<file path="src/rtl/ms_pulse_sched_if.sv">
// Button, duration and status bundle between the board/top level and the
// millisecond run controller.
interface ms_pulse_sched_if #(
  parameter int CNT_W = 16
);
  logic             start;
  logic             stop;
  logic [CNT_W-1:0] dur_ms;
  logic             ms_tick;
  logic             busy;
  logic             paused;
  logic             done;
  logic [CNT_W-1:0] remaining_ms;
  logic             led;

  modport master (
    output start, stop, dur_ms,
    input  ms_tick, busy, paused, done, remaining_ms, led
  );

  modport slave (
    input  start, stop, dur_ms,
    output ms_tick, busy, paused, done, remaining_ms, led
  );
endinterface

</file>
<file path="src/rtl/ms_pulse_sched.sv">
// Run controller for the millisecond pulse path: synchronizes the raw
// start/stop buttons, owns the CLK_HZ/TICK_HZ prescaler and counts a loaded
// duration down (or elapsed ticks up in free-run) with pause/resume.
//
//  state   | meaning
//  --------+-------------------------------------------------------------
//  S_IDLE  | no run; all outputs low, remaining 0
//  S_RUN   | prescaler advancing, ms_tick pulses, led toggles per tick
//  S_PAUSE | prescaler and remaining frozen, partial tick kept
//  S_DONE  | countdown reached 0; led held on until start or stop
module ms_pulse_sched #(
  parameter int CLK_HZ  = 50_000_000,
  parameter int TICK_HZ = 1000,
  parameter int CNT_W   = 16
) (
  input  logic              clk,
  input  logic              rst,
  ms_pulse_sched_if.slave   bus
);

  localparam int DIV  = CLK_HZ / TICK_HZ;
  localparam int PC_W = (DIV > 2) ? $clog2(DIV) : 1;
  localparam logic [PC_W-1:0] PC_MAX = PC_W'(DIV - 1);

  typedef enum logic [1:0] {
    S_IDLE  = 2'd0,
    S_RUN   = 2'd1,
    S_PAUSE = 2'd2,
    S_DONE  = 2'd3
  } state_t;

  state_t           state_q, state_d;
  logic [PC_W-1:0]  pc_q, pc_d;
  logic [CNT_W-1:0] rem_q, rem_d;
  logic             free_q, free_d;
  logic             led_q, led_d;
  logic             tick_q, tick_d;
  logic             busy_q, busy_d;
  logic             paused_q, paused_d;
  logic             done_q, done_d;

  logic start_s1_q, start_s1_d, start_s2_q, start_s2_d, start_r_q, start_r_d;
  logic stop_s1_q, stop_s1_d, stop_s2_q, stop_s2_d, stop_r_q, stop_r_d;
  logic start_p, stop_p;

  // Two-flop synchronizers plus edge registers; each press yields one pulse.
  always_comb begin
    start_s1_d = bus.start;
    start_s2_d = start_s1_q;
    start_r_d  = start_s2_q;
    stop_s1_d  = bus.stop;
    stop_s2_d  = stop_s1_q;
    stop_r_d   = stop_s2_q;
    start_p    = start_s2_q & ~start_r_q;
    stop_p     = stop_s2_q & ~stop_r_q;
  end

  // Next-state, prescaler, counter and led; stop beats start and beats a tick.
  always_comb begin
    state_d = state_q;
    pc_d    = pc_q;
    rem_d   = rem_q;
    free_d  = free_q;
    led_d   = led_q;
    tick_d  = 1'b0;

    case (state_q)
      S_IDLE: begin
        if (!stop_p && start_p) begin
          state_d = S_RUN;
          pc_d    = '0;
          rem_d   = bus.dur_ms;
          free_d  = (bus.dur_ms == '0);
          led_d   = 1'b0;
        end
      end

      S_RUN: begin
        if (stop_p) begin
          // Tick in this cycle is dropped; pc holds so the partial tick survives.
          state_d = S_PAUSE;
        end else if (pc_q == PC_MAX) begin
          tick_d = 1'b1;
          pc_d   = '0;
          led_d  = ~led_q;
          if (free_q) begin
            rem_d = rem_q + CNT_W'(1);
          end else if (rem_q == CNT_W'(1)) begin
            rem_d   = '0;
            state_d = S_DONE;
            led_d   = 1'b1;
          end else begin
            rem_d = rem_q - CNT_W'(1);
          end
        end else begin
          pc_d = pc_q + PC_W'(1);
        end
      end

      S_PAUSE: begin
        if (stop_p) begin
          state_d = S_IDLE;
          rem_d   = '0;
          led_d   = 1'b0;
        end else if (start_p) begin
          state_d = S_RUN;
        end
      end

      S_DONE: begin
        if (stop_p) begin
          state_d = S_IDLE;
          rem_d   = '0;
          led_d   = 1'b0;
        end else if (start_p) begin
          state_d = S_RUN;
          pc_d    = '0;
          rem_d   = bus.dur_ms;
          free_d  = (bus.dur_ms == '0);
          led_d   = 1'b0;
        end
      end

      default: begin
        state_d = S_IDLE;
        rem_d   = '0;
        led_d   = 1'b0;
      end
    endcase

    busy_d   = (state_d == S_RUN);
    paused_d = (state_d == S_PAUSE);
    done_d   = (state_d == S_DONE);
  end

  // State and output registers with synchronous reset.
  always_ff @(posedge clk) begin
    if (rst) begin
      state_q    <= S_IDLE;
      pc_q       <= '0;
      rem_q      <= '0;
      free_q     <= 1'b0;
      led_q      <= 1'b0;
      tick_q     <= 1'b0;
      busy_q     <= 1'b0;
      paused_q   <= 1'b0;
      done_q     <= 1'b0;
      start_s1_q <= 1'b0;
      start_s2_q <= 1'b0;
      start_r_q  <= 1'b0;
      stop_s1_q  <= 1'b0;
      stop_s2_q  <= 1'b0;
      stop_r_q   <= 1'b0;
    end else begin
      state_q    <= state_d;
      pc_q       <= pc_d;
      rem_q      <= rem_d;
      free_q     <= free_d;
      led_q      <= led_d;
      tick_q     <= tick_d;
      busy_q     <= busy_d;
      paused_q   <= paused_d;
      done_q     <= done_d;
      start_s1_q <= start_s1_d;
      start_s2_q <= start_s2_d;
      start_r_q  <= start_r_d;
      stop_s1_q  <= stop_s1_d;
      stop_s2_q  <= stop_s2_d;
      stop_r_q   <= stop_r_d;
    end
  end

  assign bus.ms_tick      = tick_q;
  assign bus.busy         = busy_q;
  assign bus.paused       = paused_q;
  assign bus.done         = done_q;
  assign bus.remaining_ms = rem_q;
  assign bus.led          = led_q;

endmodule
</file>
<file path="src/flat_wrapper.sv">
// flat-port wrapper written by rule: the top's interface ports become plain ports
module ms_pulse_sched_flat 
#(
  parameter int CLK_HZ  = 50_000_000,
  parameter int TICK_HZ = 1000,
  parameter int CNT_W   = 16
)
  (clk, rst, bus_start, bus_stop, bus_dur_ms, bus_ms_tick, bus_busy, bus_paused, bus_done, bus_remaining_ms, bus_led);
  ms_pulse_sched_if #(.CNT_W(CNT_W)) bus_i ();
  input  logic clk;
  input  logic rst;
  input wire logic [$bits(bus_i.start)-1:0] bus_start;
  input wire logic [$bits(bus_i.stop)-1:0] bus_stop;
  input wire logic [$bits(bus_i.dur_ms)-1:0] bus_dur_ms;
  output wire logic [$bits(bus_i.ms_tick)-1:0] bus_ms_tick;
  output wire logic [$bits(bus_i.busy)-1:0] bus_busy;
  output wire logic [$bits(bus_i.paused)-1:0] bus_paused;
  output wire logic [$bits(bus_i.done)-1:0] bus_done;
  output wire logic [$bits(bus_i.remaining_ms)-1:0] bus_remaining_ms;
  output wire logic [$bits(bus_i.led)-1:0] bus_led;
  assign bus_i.start = bus_start;
  assign bus_i.stop = bus_stop;
  assign bus_i.dur_ms = bus_dur_ms;
  assign bus_ms_tick = bus_i.ms_tick;
  assign bus_busy = bus_i.busy;
  assign bus_paused = bus_i.paused;
  assign bus_done = bus_i.done;
  assign bus_remaining_ms = bus_i.remaining_ms;
  assign bus_led = bus_i.led;
  ms_pulse_sched #(.CLK_HZ(CLK_HZ), .TICK_HZ(TICK_HZ), .CNT_W(CNT_W)) u_core (.clk(clk), .rst(rst), .bus(bus_i));
endmodule
</file>
<file path="config.mk">
export PLATFORM = sky130hd
export DESIGN_NAME = ms_pulse_sched_flat
export DESIGN_NICKNAME = d
export VERILOG_FILES = /design/src/rtl/ms_pulse_sched_if.sv /design/src/rtl/ms_pulse_sched.sv /design/src/flat_wrapper.sv
export SDC_FILE = /design/constraint.sdc
export NUM_CORES = 1
export LEC_CHECK = 0
export ABC_AREA = 1
export ABC_CLOCK_PERIOD_IN_PS = 3200
export CAP_MARGIN = 5
export CELL_PAD_IN_SITES_DETAIL_PLACEMENT = 0
export CELL_PAD_IN_SITES_GLOBAL_PLACEMENT = 1
export CORE_MARGIN = 2
export CORE_UTILIZATION = 41
export DETAILED_ROUTE_END_ITERATION = 10
export HOLD_SLACK_MARGIN = 0.12
export PLACE_DENSITY_LB_ADDON = 0.1
export SLEW_MARGIN = 10
export SYNTH_ARGS = -nofsm -noshare
export SYNTH_HDL_FRONTEND = slang
export SYNTH_SLANG_ARGS = --single-unit
</file>
<file path="constraint.sdc">
create_clock -name clk -period 3.2 [get_ports clk]
set_input_delay 0.48 -clock clk [delete_from_list [all_inputs] [get_ports clk]]
set_output_delay 0.48 -clock clk [all_outputs]
set_load 0.02 [all_outputs]
</file>
==> reports/qor.csv <==
stage,metric,value,unit
outcome,status,completed,
global_route,GR peak layer,met2,
clock_tree,total clock buffers created by CTS,5,
routing,Pre-Repair DR Iteration Count,4,
finish,fillers,796,
finish,Layout Nets,568,
routing,antenna-violating nets left,0,
critical_path,cell family with most CP delay,buffers and inverters,
global_route,largest net degree at the start of global routing,22,
routing,DRC viols,0,
place,routability cong.,0.873,
critical_path,crit end category,output pin,
place,Placed Area,3540,sq um
timing,Final Critical Period,2.00,ns
place,Port-buffer cells,40,
yosys,Synth Area in Compound Gates,0.161,
global_route,met3 global-route usage,0.0225,
critical_path,CP max FO,9,
yosys,post-synthesis average cell area,6.06,sq um
global_route,grt total ovfl,0,
global_route,first-pass GRT wire length,14.9,mm
power,Pleak,1.46,nW
timing,"Period Utilization, post-route",0.625,
routing,wire per inst,13.7,microns
yosys,Yosys top cell area share,0.298,
global_route,GRT Total Usage,0.220,
yosys,synth top area cells,"dfxtp_1 (30%), nand2_1 (15%), nand3_1 (8.9%)",
clock_tree,hold bufs inserted after CTS,0,
yosys,area share of xor/xnor cells in the synthesized design,0.0170,
yosys,sequential share of the synthesized area,0.298,
routing,vias per cell,5.07,
finish,ratio of cells with drive above 1 in the final layout,0.0754,
timing,actual slew at the worst max-slew pin,0.545,ns
clock_tree,Skew-Pair Late Insertion Delay,0.30,ns
critical_path,CP Cell Sequence,clkdlybuf4s50_1,
finish,ant diodes,0,
yosys,simple-gate share of the synthesized area,0.406,
timing,RSZ-0062 raised after global routing,no,
min_path,Worst Hold Class,reg -> reg,
floorplanning,die height,90.8,microns
yosys,Adder-Cell Fraction of Synth Area,0.0162,
power,Peak VDD IR,243,uV
routing,1st-iter DRT viols,228,
yosys,synthesized flop and latch total,46,
yosys,Ys Warns,0,
floorplanning,CORE AREA,7250,sq um
finish,most frequent cells in the layout,"nand2_1 (121), nor2_1 (70), nand3_1 (55)",
floorplanning,Initial Util,0.425,
floorplanning,io pins,41,
timing,clk_skew,0.0113,ns
floorplanning,die area,8240,sq um
critical_path,"Arr. time, crit path",1.52,ns
clock_tree,# clock sinks,46,
clock_tree,H-tree depth,2,
clock_tree,CTS tree,yes,
clock_tree,setup repair bufs after CTS,0,
critical_path,CP max stage delay,0.68,ns
timing,highest clock rate,500,MHz
yosys,Post-Syn Instances,509,
yosys,mux share of post-synthesis cell area,0,
global_route,vias in the first global route,3142,
timing,final setup TNS,0,ns
finish,area added between synthesis and finish,18.5,%
clock_tree,CTS root buf,clkbuf_8,
critical_path,"Req. time, crit path",2.72,ns
critical_path,startpoint type of the worst setup path,flop,
critical_path,critical path's slowest cell,clkdlybuf4s50_1,
finish,"commonest non-fill, non-tap cell in the layout",nand2_1,
timing,Rel. slew slack,0.633,
routing,drt total wl,8.82,mm
yosys,mapped cell area,3090,sq um
yosys,largest family of logic cells by synthesized area,simple AND/OR/NAND/NOR gates,
global_route,global routing met1 resource utilization,0.278,
timing,final hold violations,0,
clock_tree,Worst-path clk slew,0.08,ns
global_route,initial antenna violation count,0,
power,P per Cell Area,415,nW/um^2
timing,setup violators final,0,
clock_tree,CTS Buffer Depth,2,
critical_path,Buf/Inv on CP,1,
clock_tree,PostCTS Resize Cnt,0,
timing,max-slew violation count,0,
flow_run,Max Cap Viol,0,
yosys,post-synth cell types,33,
place,DP HPWL,6.94,mm
finish,Final Cell Area,3660,sq um
global_route,met2 usage,0.380,
floorplanning,Die W,90.8,microns
yosys,syn_nets,533,
yosys,Synth area leader,dfxtp_1,
critical_path,crit path kind,reg -> out,
routing,vias,3258,
floorplanning,Std-Cell Rows,31,
[registers in the layout, indices dropped and copies added, names as in the netlist]
signal	flops
u_core.stop_r_q	1
u_core.state_q	2
u_core.bus.paused	1
u_core.bus.done	1
u_core.start_r_d	1
u_core.bus.remaining_ms	16
u_core.bus.busy	1
u_core.pc_q	16
u_core.start_s1_q	1
u_core.stop_r_d	1
u_core.stop_s1_q	1
u_core.free_q	1
u_core.start_r_q	1
u_core.bus.led	1
u_core.bus.ms_tick	1
[path summary, 6_finish.rpt]
check	startpoint	end	slack [ns]	depth (start not counted)
setup / recovery	u_core.bus.remaining_ms[7]	bus_remaining_ms[7]	1.20	1
hold / removal	u_core.start_s1_q	u_core.start_r_d	0.41	2
setup reg to reg	u_core.pc_q[0]	u_core.bus.remaining_ms[7]	1.33	11
hold reg to reg	u_core.start_s1_q	u_core.start_r_d	0.41	2
[metal layers]
metal  routed length (microns)  vias to the layer above  part of all wire
met4                       297                        0             0.034
met3                       198                       18             0.022
met2                      4310                       52              0.49
met1                      4010                     1456              0.45
li1                          -                     1732                 -
met5                         0                        -                 0
[cell usage after synthesis]
cell,n
nand2_2,2
o21ai_1,18
inv_2,11
nand2_4,3
o22ai_1,1
o211ai_1,3
o21bai_1,1
clkinv_1,2
dfxtp_1,46
buf_6,3
o21a_1,1
ha_1,4
inv_1,47
xnor2_1,2
nand4_1,6
nor3_1,7
o21ai_2,1
a21oi_1,49
a21oi_4,1
nand3_2,2
o21ai_0,16
and2_1,1
a211oi_1,1
buf_2,7
nor2_1,70
a31oi_1,1
xor2_1,4
nor2_2,11
clkbuf_1,5
nor4_1,6
nand3b_1,1
nand2_1,121
nand3_1,55
[where the power goes]
| part | total [mW] | switching (mW) | internal (mW) | leakage (nW) |
|---|---|---|---|---|
| logic | 0.437 | 0.272 | 0.165 | 1.03 |
| registers | 0.642 | 0.0458 | 0.596 | 0.374 |
| clock network | 0.437 | 0.187 | 0.250 | 0.0573 |
| total | 1.52 | 0.505 | 1.01 | 1.46 |
[cell type report]
type,instances,area (sq um),share of cell area
Timing Repair Buffer,43,423,0.116
Clock inverter,1,30.0,0.00821
Inverter,60,225,0.0616
Tap cell,99,124,0.0339
Multi-Input combinational cell,388,1850,0.506
Sequential cell,46,921,0.252
Clock buffer,6,82.6,0.0226
[through the flow]
step	setup slack (ns)	total power [mW]	hold WS, ns	instances	utilization
2_1_floorplan	1.66	0.944	0.388	509	-
3_3_place_gp	1.15	1.09	0.390	636	0.489
3_5_place_dp	1.10	1.09	0.397	636	0.489
4_1_cts	1.18	1.53	0.409	643	0.504
5_1_grt	1.08	1.61	0.425	643	0.504
6_report	1.20	1.52	0.407	643	0.504
[worst reg2reg max path, delay by kind of cell, from the launching register on]
family                   cells  cell delay [ns]
AND/OR/NAND/NOR              6             0.63
buffers and inverters        2             0.36
adder cells (fa/ha/maj)      1             0.18
AO/OA/AOI/OAI                2             0.26
flip-flops                   1             0.36
[kinds of logic (layout without fill, tap and decap cells)]
group / count (synthesis) / count (layout)
AOI/OAI and AO/OA: 93 / 93
DFF: 46 / 46
and+or+nand+nor: 285 / 285
xor gates and xnor gates: 6 / 6
adders and majority gates: 4 / 4
buffers and inverters: 75 / 110
Power figures use the tool's default switching activity.
==> variant: new RTL, config.mk and constraints unchanged <==
Make the reset (`rst`) asynchronous in one clocked block. Comments in the files are not updated.
--- a/src/rtl/ms_pulse_sched.sv
+++ b/src/rtl/ms_pulse_sched.sv
@@ -136,3 +136,3 @@
   // State and output registers with synchronous reset.
-  always_ff @(posedge clk) begin
+  always_ff @(posedge clk or posedge rst) begin
     if (rst) begin
Check against the original RTL: differs if rst is asserted again (counterexample within 4 cycles, from zero or initial values and one cycle with rst high); with rst held inactive, the same outputs for 10 cycles.
==> variant against the original RTL <==
Final area rose by 4.8%; routed wire length fell by 1.7%; area after synthesis rose by 7.9%; final cell count fell by 5.9%; sequential cell count did not move; setup slack got worse by 0.091 ns; highest routed layer unchanged.
Power is not compared: it rests on default switching activity, and its combinational part moved more than twofold at a synthesized area within 25%.
==> variant: results (changes against the original RTL) <==
* Worst reg2reg startpoint: u_core.free_q$_DFFE_PP0P_ (was u_core.pc_q[0]$_SDFFE_PP0P_)
* Syn nets at 494 (was 533)
* Final nets at 526 (was 568)
* R2R depth at 7 (was 11)
* Critical Path Source: u_core.bus.remaining_ms[7]$_DFFE_PP0P_ (was u_core.bus.remaining_ms[7]$_SDFFE_PP0P_)
* DR WL/cell at 14.32 um (was 13.71 um)
* Cells after Synth at 470 (was 509)
* Total track usage at 0.2115 (was 0.2197)
* Met1 Use GR at 0.2841 (was 0.2777)
* Data arrival time of the critical path at 1.61 ns (was 1.52 ns)
* Dpl cell area at 0.003720 sq mm (was 0.003545 sq mm)
* Inst Count DP at 597 (was 636)
* Fin crit period at 2.092 ns (was 2.001 ns)
* WL met2 at 4.504 mm (was 4.311 mm)
* M1 WL at 3.918 mm (was 4.009 mm)
* FF-to-FF End: u_core.bus.done$_DFF_PP0_ (was u_core.bus.remaining_ms[7]$_SDFFE_PP0P_)
* Max_slew headroom at 0.3545 (was 0.6334)
* Pin count of the biggest net entering global routing at 47 (was 22)
* DP HPWL at 6.693 mm (was 6.940 mm)
* Routed met3 length at 188 um (was 198 um)
* Fillers at 828 (was 796)
* GP Congestion at 0.8383 (was 0.8733)
* Vias in the first global route at 3,072 (was 3,142)
* Clock slew seen by the registers of the worst setup and hold paths at 0.10 ns (was 0.08 ns)
* Flop-to-flop setup slack at 1.27 ns (was 1.33 ns)
* Synth Area in XOR/XNOR at 0.02104 (was 0.01703)
* Worst path max stage delay at 0.70 ns (was 0.68 ns)
* Async SR Flop Fraction at 1.000 (was 0)
* Post-Synth Adder-Cell Area at 0.01503 (was 0.01622)
* Synth unique cells at 40 (was 33)
* Hold Path Depth at 0 (was 2)
* Status: completed (unchanged)
* Initial DRC count at 150 (was 228)
* Fraction of layout cells with a size suffix above 1 at 0.1113 (was 0.07537)
* Hold path startpoint: u_core.stop_s1_q$_DFF_PP0_ (was u_core.start_s1_q$_SDFF_PP0_)
* Clk_skew at 0.008178 ns (was 0.01130 ns)
* Hold path endpoint: u_core.stop_r_d$_DFF_PP0_ (was u_core.start_r_d$_SDFF_PP0_)
* CP Max Fanout at 10 (was 9)
-- variant: changes by cell type in the layout (fill, tap and decap cells not counted), sizes merged, moves of 3 or more --
cell	change
buf	-3
nand2	-14
a21oi	-7
dfrtp	+46
o21ai	-12
dfxtp	-46
inv	-8
-- variant: layout make-up --
type                            instances  area (sq um)  area share
Multi-Input combinational cell        359          1846      0.4814
Clock buffer                            5         68.82     0.01795
Tap cell                              102         127.6     0.03329
Sequential cell                        46          1151      0.3003
Timing Repair Buffer                   40         400.4      0.1044
Clock inverter                          3         45.04     0.01175
Inverter                               50         195.2     0.05091
-- variant: per-stage QoR --
stage	util	total power, W
floorplan	-	0.001880
detailed placement	0.4764	0.002259
global placement	0.4764	0.002257
CTS	0.4910	0.002718
global route	0.4910	0.002915
finish	0.4910	0.002694
-- variant: worst register-to-register path, cell delays in order, from the launching register on --
cell     delay, ns
dfrtp_1       0.52
inv_1         0.55
nand3_1       0.27
o21ai_1       0.18
nand2_1       0.07
nand2_1       0.09
nand2_1       0.08
nor2_1        0.09
